$ cat config.mk
export PLATFORM = sky130hd
export DESIGN_NAME = rotate_point
export DESIGN_NICKNAME = d
export VERILOG_FILES = /design/src/rtl/rotate_point.sv
export SDC_FILE = /design/constraint.sdc
export NUM_CORES = 2
export LEC_CHECK = 0
export ABC_CLOCK_PERIOD_IN_PS = 6900
export CORE_UTILIZATION = 30
export CTS_BUF_LIST = sky130_fd_sc_hd__clkbuf_4 sky130_fd_sc_hd__clkbuf_8
export DETAILED_ROUTE_END_ITERATION = 8
export SLEW_MARGIN = 20
export SYNTH_ARGS = -nofsm -noshare
export SYNTH_HDL_FRONTEND = slang
export SYNTH_SLANG_ARGS = --single-unit
$ cat constraint.sdc
create_clock -name clk_in -period 6.9 [get_ports clk_in]
set_input_delay 1.38 -clock clk_in [delete_from_list [all_inputs] [get_ports clk_in]]
set_output_delay 1.38 -clock clk_in [all_outputs]
set_load 0.02 [all_outputs]
$ cat src/rtl/rotate_point.sv
// rotate_point
//   Rotates a signed 16-bit point by an angle in degrees. The angle is
//   reduced to 0..359 and presented to the external sine/cosine units. After
//   TRIG_LATENCY cycles their Q16.16 results are captured. The rotated point
//   is computed as:
//     x' = x*cos - y*sin
//     y' = x*sin + y*cos
//   The result uses round-half-up and is delivered over a valid/ready
//   handshake.
//
//   Ports
//     clk_in          system clock
//     rst_in          synchronous active-high reset
//     valid_in        request strobe (x_in, y_in, angle_in valid)
//     ready_out       high in IDLE only; request accepted on valid_in&&ready_out
//     x_in, y_in      signed 16-bit point
//     angle_in        angle in degrees, 0..511
//     trig_angle_out  reduced angle (0..359) to the sine/cosine units
//     sin_in, cos_in  signed Q16.16 trig results
//     x_out, y_out    signed 16-bit rotated point
//     valid_out       result valid, held until ready_in
//     ready_in        downstream accepts the result
//
//   Build option
//     ROTATE_SATURATE_EN  when defined, results clamp to the 16-bit range;
//                         otherwise they wrap (low 16 bits kept).

module rotate_point #(
  parameter int TRIG_LATENCY = 3
) (
  input  logic               clk_in,
  input  logic               rst_in,
  input  logic               valid_in,
  output logic               ready_out,
  input  logic signed [15:0] x_in,
  input  logic signed [15:0] y_in,
  input  logic        [8:0]  angle_in,
  output logic        [8:0]  trig_angle_out,
  input  logic signed [31:0] sin_in,
  input  logic signed [31:0] cos_in,
  output logic signed [15:0] x_out,
  output logic signed [15:0] y_out,
  output logic               valid_out,
  input  logic               ready_in
);

  localparam int DATA_W  = 16;
  localparam int COEF_W  = 32;
  localparam int PROD_W  = DATA_W + COEF_W;   // 48
  localparam int SUM_W   = PROD_W + 1;        // 49
  localparam int SHIFT_W = SUM_W - 16;        // 33

  typedef enum logic [2:0] {
    S_IDLE,
    S_WAIT,
    S_MUL,
    S_SUM,
    S_OUT
  } state_t;

  state_t                    state_q, state_d;
  logic        [3:0]         cnt_q, cnt_d;
  logic        [8:0]         trig_q, trig_d;
  logic signed [DATA_W-1:0]  x_q, x_d, y_q, y_d;
  logic signed [COEF_W-1:0]  sin_q, sin_d, cos_q, cos_d;
  logic signed [PROD_W-1:0]  xc_q, xc_d, ys_q, ys_d, xs_q, xs_d, yc_q, yc_d;
  logic signed [DATA_W-1:0]  x_out_q, x_out_d, y_out_q, y_out_d;
  logic                      valid_out_q, valid_out_d;

  logic signed [SUM_W-1:0]   px, py;

  // Round half up: add one half LSB of the Q16.16 result, then drop the
  // 16 fraction bits arithmetically.
  function automatic logic signed [SHIFT_W-1:0] round_shift(
    input logic signed [SUM_W-1:0] v
  );
    logic signed [SUM_W-1:0] r;
    r = v + SUM_W'(32768);
    return $signed(r[SUM_W-1:16]);
  endfunction

  function automatic logic signed [DATA_W-1:0] reduce16(
    input logic signed [SHIFT_W-1:0] v
  );
`ifdef ROTATE_SATURATE_EN
    localparam logic signed [SHIFT_W-1:0] MAX_V = SHIFT_W'(32767);
    localparam logic signed [SHIFT_W-1:0] MIN_V = -SHIFT_W'(32768);
    if (v > MAX_V) begin
      return 16'sh7fff;
    end else if (v < MIN_V) begin
      return -16'sh8000;
    end else begin
      return v[DATA_W-1:0];
    end
`else
    return v[DATA_W-1:0];
`endif
  endfunction

  // Sums of the registered products. Their range of about 2^47 fits
  // 49 bits with margin for the rounding add.
  assign px = SUM_W'(xc_q) - SUM_W'(ys_q);
  assign py = SUM_W'(xs_q) + SUM_W'(yc_q);

  always_comb begin
    state_d     = state_q;
    cnt_d       = cnt_q;
    trig_d      = trig_q;
    x_d         = x_q;
    y_d         = y_q;
    sin_d       = sin_q;
    cos_d       = cos_q;
    xc_d        = xc_q;
    ys_d        = ys_q;
    xs_d        = xs_q;
    yc_d        = yc_q;
    x_out_d     = x_out_q;
    y_out_d     = y_out_q;
    valid_out_d = valid_out_q;

    unique case (state_q)
      // Accept: capture the point and reduce the angle into 0..359.
      S_IDLE: begin
        if (valid_in) begin
          x_d     = x_in;
          y_d     = y_in;
          trig_d  = (angle_in >= 9'd360) ? angle_in - 9'd360 : angle_in;
          cnt_d   = 4'(TRIG_LATENCY);
          state_d = S_WAIT;
        end
      end
      // Trig wait: sample sin/cos on the TRIG_LATENCY-th edge after accept.
      S_WAIT: begin
        if (cnt_q == 4'd1) begin
          sin_d   = sin_in;
          cos_d   = cos_in;
          state_d = S_MUL;
        end else begin
          cnt_d = cnt_q - 4'd1;
        end
      end
      // Multiply stage.
      S_MUL: begin
        xc_d    = PROD_W'(x_q) * PROD_W'(cos_q);
        ys_d    = PROD_W'(y_q) * PROD_W'(sin_q);
        xs_d    = PROD_W'(x_q) * PROD_W'(sin_q);
        yc_d    = PROD_W'(y_q) * PROD_W'(cos_q);
        state_d = S_SUM;
      end
      // Sum, round and reduce stage.
      S_SUM: begin
        x_out_d     = reduce16(round_shift(px));
        y_out_d     = reduce16(round_shift(py));
        valid_out_d = 1'b1;
        state_d     = S_OUT;
      end
      // Output hold until the downstream takes the result.
      S_OUT: begin
        if (ready_in) begin
          valid_out_d = 1'b0;
          state_d     = S_IDLE;
        end
      end
      default: begin
        state_d = S_IDLE;
      end
    endcase
  end

  always_ff @(posedge clk_in) begin
    if (rst_in) begin
      state_q     <= S_IDLE;
      cnt_q       <= '0;
      trig_q      <= '0;
      x_q         <= '0;
      y_q         <= '0;
      sin_q       <= '0;
      cos_q       <= '0;
      xc_q        <= '0;
      ys_q        <= '0;
      xs_q        <= '0;
      yc_q        <= '0;
      x_out_q     <= '0;
      y_out_q     <= '0;
      valid_out_q <= 1'b0;
    end else begin
      state_q     <= state_d;
      cnt_q       <= cnt_d;
      trig_q      <= trig_d;
      x_q         <= x_d;
      y_q         <= y_d;
      sin_q       <= sin_d;
      cos_q       <= cos_d;
      xc_q        <= xc_d;
      ys_q        <= ys_d;
      xs_q        <= xs_d;
      yc_q        <= yc_d;
      x_out_q     <= x_out_d;
      y_out_q     <= y_out_d;
      valid_out_q <= valid_out_d;
    end
  end

  assign ready_out      = (state_q == S_IDLE);
  assign trig_angle_out = trig_q;
  assign x_out          = x_out_q;
  assign y_out          = y_out_q;
  assign valid_out      = valid_out_q;

endmodule

# Yosys cells after proc, flatten, opt, wreduce, memory -nomap -nowiden
# Cells that the tools add are included.
[classes]
add_sub_neg = 6
order_cmp = 1
n_reduce_logical = 8
n_mux = 10
eq_ne = 9
n_shift = 0
div_mod_pow = 0
bitwise_logic = 0
multipliers = 4
[op_table]
columns = ["op", "n"]
rows = [
  ["16-bit by 32-bit multiplier with 32-bit output", 4],
  ["32-bit by 17-bit adder with 32-bit output (second input constant)", 2],
  ["32-bit adder", 1],
  ["32-bit subtractor", 1],
  ["3-bit case mux with 5 select lines", 1],
  ["9-bit >= comparator (second input constant)", 1],
  ["3-bit 2-to-1 mux", 3],
  ["9-bit 2-to-1 mux", 1],
  ["9-bit subtractor (second input constant)", 1],
  ["4-bit 2-to-1 mux", 2],
  ["2-bit != test (second input constant)", 4],
  ["4-bit case mux with 2 select lines", 1],
  ["3-bit by 2-bit equality test with 1-bit output (second input constant)", 2],
  ["2-bit AND reduction", 3],
  ["3-bit AND reduction", 2],
  ["4-bit by 1-bit equality test with 1-bit output (second input constant)", 1],
  ["2-bit nonzero test", 2],
  ["4-bit by 1-bit subtractor with 4-bit output (second input constant)", 1],
  ["3-bit by 1-bit equality test with 1-bit output (second input constant)", 1],
  ["3-bit equality test (second input constant)", 1],
  ["3-bit logical NOT", 1],
  ["1-bit case mux with 2 select lines", 1],
  ["1-bit 2-to-1 mux", 1],
]
[totals]
latch_bits = 0
register_bits = 273
out_inout_bits = 43
romBits = 0
ram_bits = 0
in_bits = 109
memories = 0

# Depth between registers and ports, before layout
[depth]
depth_word = 3
mapped_depth = 27

# Least setup slack after synthesis
# OpenSTA, ideal clock, no wires.
[synth_path]
path_type = "register to register"
from = "register y_q[1]"
to = "register ys_q[30]"
path_stages_with_launch = 25
setup_slack_ns = 0.521
arrival_time_ns = 6.262
t_required_ns = 6.783
synth_period_minus_slack_ns = 6.379
path_cell_list = "dfxtp_1 -> clkbuf_1 -> clkbuf_1 -> nand2_1 -> fa_1 -> fa_1 -> fa_1 -> inv_1 -> fa_1 -> fa_1 -> inv_1 -> fa_1 -> inv_1 -> ha_1 -> clkbuf_1 -> a21o_1 -> a21o_1 -> a21oi_1 -> nor2b_1 -> a2111o_1 -> a31o_2 -> a211oi_1 -> a21oi_1 -> xor2_1 -> a22o_1"
[synth_via]
elab_chain_len = 1
[synth_rtl]
columns = ["item", "line_no", "source"]
rows = [
  ["start, declared", "64", "logic signed [DATA_W-1:0] x_q, x_d, y_q, y_d;"],
  ["start signal, assigned", "191", "y_q <= y_d;"],
  ["16-bit by 32-bit multiplier with 32-bit output", "145", "ys_d = PROD_W'(y_q) * PROD_W'(sin_q);"],
  ["end signal, assigned", "195", "ys_q <= ys_d;"],
  ["end, declared", "66", "logic signed [PROD_W-1:0] xc_q, xc_d, ys_q, ys_d, xs_q, xs_d, yc_q, yc_d;"],
]
# Every way passes these cells.
# A chain may end at the register's enable or synchronous reset.

# Final worst setup path
[layout_path]
from = "register cos_q[0]"
to = "register yc_q[30]"
[layout_via]
elab_chain_len = 1
[layout_rtl]
columns = ["item", "line_no", "source"]
rows = [
  ["start, declared", "65", "logic signed [COEF_W-1:0] sin_q, sin_d, cos_q, cos_d;"],
  ["start signal, assigned", "193", "cos_q <= cos_d;"],
  ["16-bit by 32-bit multiplier with 32-bit output", "147", "yc_d = PROD_W'(y_q) * PROD_W'(cos_q);"],
  ["end signal, assigned", "197", "yc_q <= yc_d;"],
  ["end, declared", "66", ""],
]
# Every way passes these cells.

==> impl_metrics.tcl <==
set metrics [dict create \
    syn_area_um2 60100 \
    ys_types 76 \
    drtAntennaViolNets 0 \
    min_path_type "reg -> reg" \
    coreArea_um2 198000 \
    max_freq_mhz 146 \
    synth.area.top_cells "fa_1 (40%), ha_1 (10%), inv_1 (10%)" \
    area_delta_synth_final_pct 11.8 \
    syn-num-nets 8985 \
    drv_slew 0 \
    rr_worst_depth 20 \
    grt.busiest_layer "met2" \
    wirelength_um 193000 \
    synth_top_cell_area_share_pct 40.5 \
    die_w_um 450 \
    seq_area_frac_synth_pct 9.09 \
    cp_data_required_time_ns 7.53 \
    fp.dieH_um 450 \
    dp_hpwl_um 153000 \
    yosysTopAreaCell "fa_1" \
    maxSlewHeadroom_pct 33.3 \
    cts_root_buffer "clkbuf_8" \
    yosysMostFrequentCell "inv_1" \
    worst_pin_slew_ns 0.996 \
    grt_pass1_vias 49900 \
    fill_cells 20600 \
    drive_gt1_share_pct 5.73 \
    grt-ovfl-total 0 \
    via_per_inst 4.75 \
    antenna_found_initial 9 \
    hold_violations 0 \
    dr_total_vias 47100 \
    drc 0 \
    synthTopCellsByCount "inv_1 (1600), nand2_1 (1344), fa_1 (1216), and2_1 (628), ha_1 (489)" \
    grt_util_met1_pct 25.1 \
    worst_clock_skew_ns 0.0576 \
    outcome "complete, no violations" \
    clkSinkCount 273 \
    setup_viol 0 \
    yosys_warnings 0 \
    whs_ns 0.450 \
    cts_max_level 2 \
    multi_input_area_um2 47200 \
    synth-seq-cells 273 \
    die_area_um2 202000 \
    ff2ff_setup_slack_ns 0.06 \
    cts_buffers 56 \
    fin_crit_sh_pct 99.2 \
    cp-end-kind "flop" \
    rows 163 \
    gp_congestion 0.988 \
    synthFlopType "dfxtp_1" \
    met2_usage_pct 30.6 \
    power.density_nw_per_um2 112 \
    r2r_end "yc_q[30]$_SDFFE_PP0N_" \
    ys_async_sr_fraction_pct 0 \
    cap_violations 0 \
    r2r_start "cos_q[0]$_SDFFE_PP0P_" \
    grt_pass1_wl_um 299000 \
    cellLeakagePower_nw 31.8 \
    use_met3_pct 4.02 \
    fin_crit_ns 6.84 \
    crit_fanout 21 \
    drt-pass1-iter-count 8 \
    grt_use_total_pct 19.2 \
    initial_core_util_pct 30.3 \
    nNetsFinal 9037 \
    cp.arrival_ns 7.47 \
    cts_tree "built" \
    port_buffers 151 \
    grt_max_degree 108 \
    clk_pin_slew_worst_paths_ns 0.06 \
    final_core_util_pct 33.9 \
    synthCells 7171 \
    drt_iter0_markers 3768 \
    worst_hold_startpoint "x_out[3]$_SDFFE_PP0P_" \
    cts_buffer_depth 3 \
    ir_drop_v 0.000135 \
    routedWlPerCell_um 19.5 \
    critPathKind "reg -> reg" \
    hold_path_depth 2 \
    hold_buffers 0 \
    io_pins 152 \
    hold_end "x_out[3]$_SDFFE_PP0P_" \
    synth_edf_count 0 \
    register_area_um2 5510 \
    clk_latency_ns 0.78 \
    critPathLaunchType "flop" \
    avgSynthCellArea_um2 8.39 \
]
## state kept, by name (all words and copies together) (netlist names), 3 cells and up
name	cells
cos_q	32
sin_q	32
xc_q	32
xs_q	32
yc_q	32
ys_q	32
x_out	16
x_q	16
y_out	16
y_q	16
trig_angle_out	9
cnt_q	4
state_q	3
## metrics by stage
stage | cells | setup slack, ns | total power, W | cell area, um^2 | TNS (ns)
2_1_floorplan | 7171 | 0.521 | 0.00382 | 60100 | 0
4_1_cts | 9905 | 0.0231 | 0.00751 | 67200 | 0
3_3_place_gp | 9804 | 0.0541 | 0.00536 | 65900 | 0
3_5_place_dp | 9804 | 0.0447 | 0.00541 | 65900 | 0
6_report | 9908 | 0.0558 | 0.00752 | 67200 | 0
5_1_grt | 9907 | -0.0243 | 0.00794 | 67200 | -0.0327
## routing by layer
layer	share of wire [%]	up-vias
met1	42	23800
met2	45	1831
met3	8.5	332
met5	0.021	-
met4	5.0	6
li1	-	21200
## how the worst max path moves through the flow
stage	startpoint	end	slack, ns	depth (start not counted)
finish	cos_q[0]$_SDFFE_PP0P_	yc_q[30]$_SDFFE_PP0N_	0.06	20
detailed placement	y_q[10]$_SDFFE_PP0P_	yc_q[31]$_SDFFE_PP0N_	0.04	22
floorplan	y_q[1]$_SDFFE_PP0P_	ys_q[30]$_SDFFE_PP0N_	0.52	24
CTS	y_q[10]$_SDFFE_PP0P_	yc_q[31]$_SDFFE_PP0N_	0.02	22
global placement	y_q[10]$_SDFFE_PP0P_	yc_q[31]$_SDFFE_PP0N_	0.05	22
global route	cos_q[13]$_SDFFE_PP0P_	yc_q[31]$_SDFFE_PP0N_	-0.02	23
## placed cells by master (no fill, tap or decap), types with 6 or more instances in the layout
master           instances
and3_1                  10
o21bai_1                16
fa_1                  1216
nor3_1                  34
clkbuf_8                69
a21o_1                  56
buf_12                  40
dfxtp_1                244
xnor2_1                176
a31oi_1                 18
nand2b_1                38
a211oi_1                28
nand3_1                 41
or2_2                    6
and2_1                 626
nand2_1               1340
inv_1                 1600
o211ai_1                 9
xor2_1                  68
o21a_1                  17
dfxtp_2                 25
clkdlybuf4s50_1        150
or3_1                   12
a21oi_1                311
buf_4                  209
nand4_1                  8
clkinv_2                11
ha_1                   489
o21ai_1                  8
nor2_1                 145
o21ai_0                 85
nor2b_1                 15
clkbuf_4                11
## what timing repair did
item | in CTS | in global routing
setup endpoints to repair | 0 | 13
endpoints found under the hold margin | 0 | 0
resized for setup | 0 | 19
setup buffers | 0 | 1
## worst max-delay path: stages (launching register included)
cell and delay [ns]:
dfxtp_1 0.63, buf_4 0.42, nand2b_1 0.32, fa_1 0.48, fa_1 0.49, inv_1 0.05, fa_1 0.50, fa_1 0.44
fa_1 0.50, inv_1 0.05, fa_1 0.49, inv_1 0.07, ha_1 0.36, a21o_1 0.23, a21oi_1 0.27, o21ai_0 0.29
a21oi_1 0.45, o21ai_1 0.18, a31oi_1 0.23, xor2_1 0.17, o21ai_1 0.07
## layout make-up
type	instances	area share [%]
Clock inverter	22	0.419
Timing Repair Buffer	403	5.83
Inverter	1602	8.94
Antenna cell	2	0.00744
Clock buffer	79	1.51
Tap cell	2640	4.91
Sequential cell	273	8.20
Multi-Input combinational cell	4887	70.2
## logic make-up (layout without fill, tap and decap cells)
group	count (synthesis)	count (layout)	share of synthesized area, %
xor+xnor	244	244	3.55
mux	1	1	0.0166
fa+ha+maj	1705	1705	50.7
other cells	0	2	0
simple gates	2311	2311	17.8
compound gates	626	626	6.38
buf+inv	2011	2106	12.6
flops	273	273	9.09
## report_power, final
group / internal [W] / switching (W)
registers: 0.00169 / 0.000234
logic: 0.00121 / 0.00231
clock network: 0.00115 / 0.000915
Power figures use the tool's default switching activity.
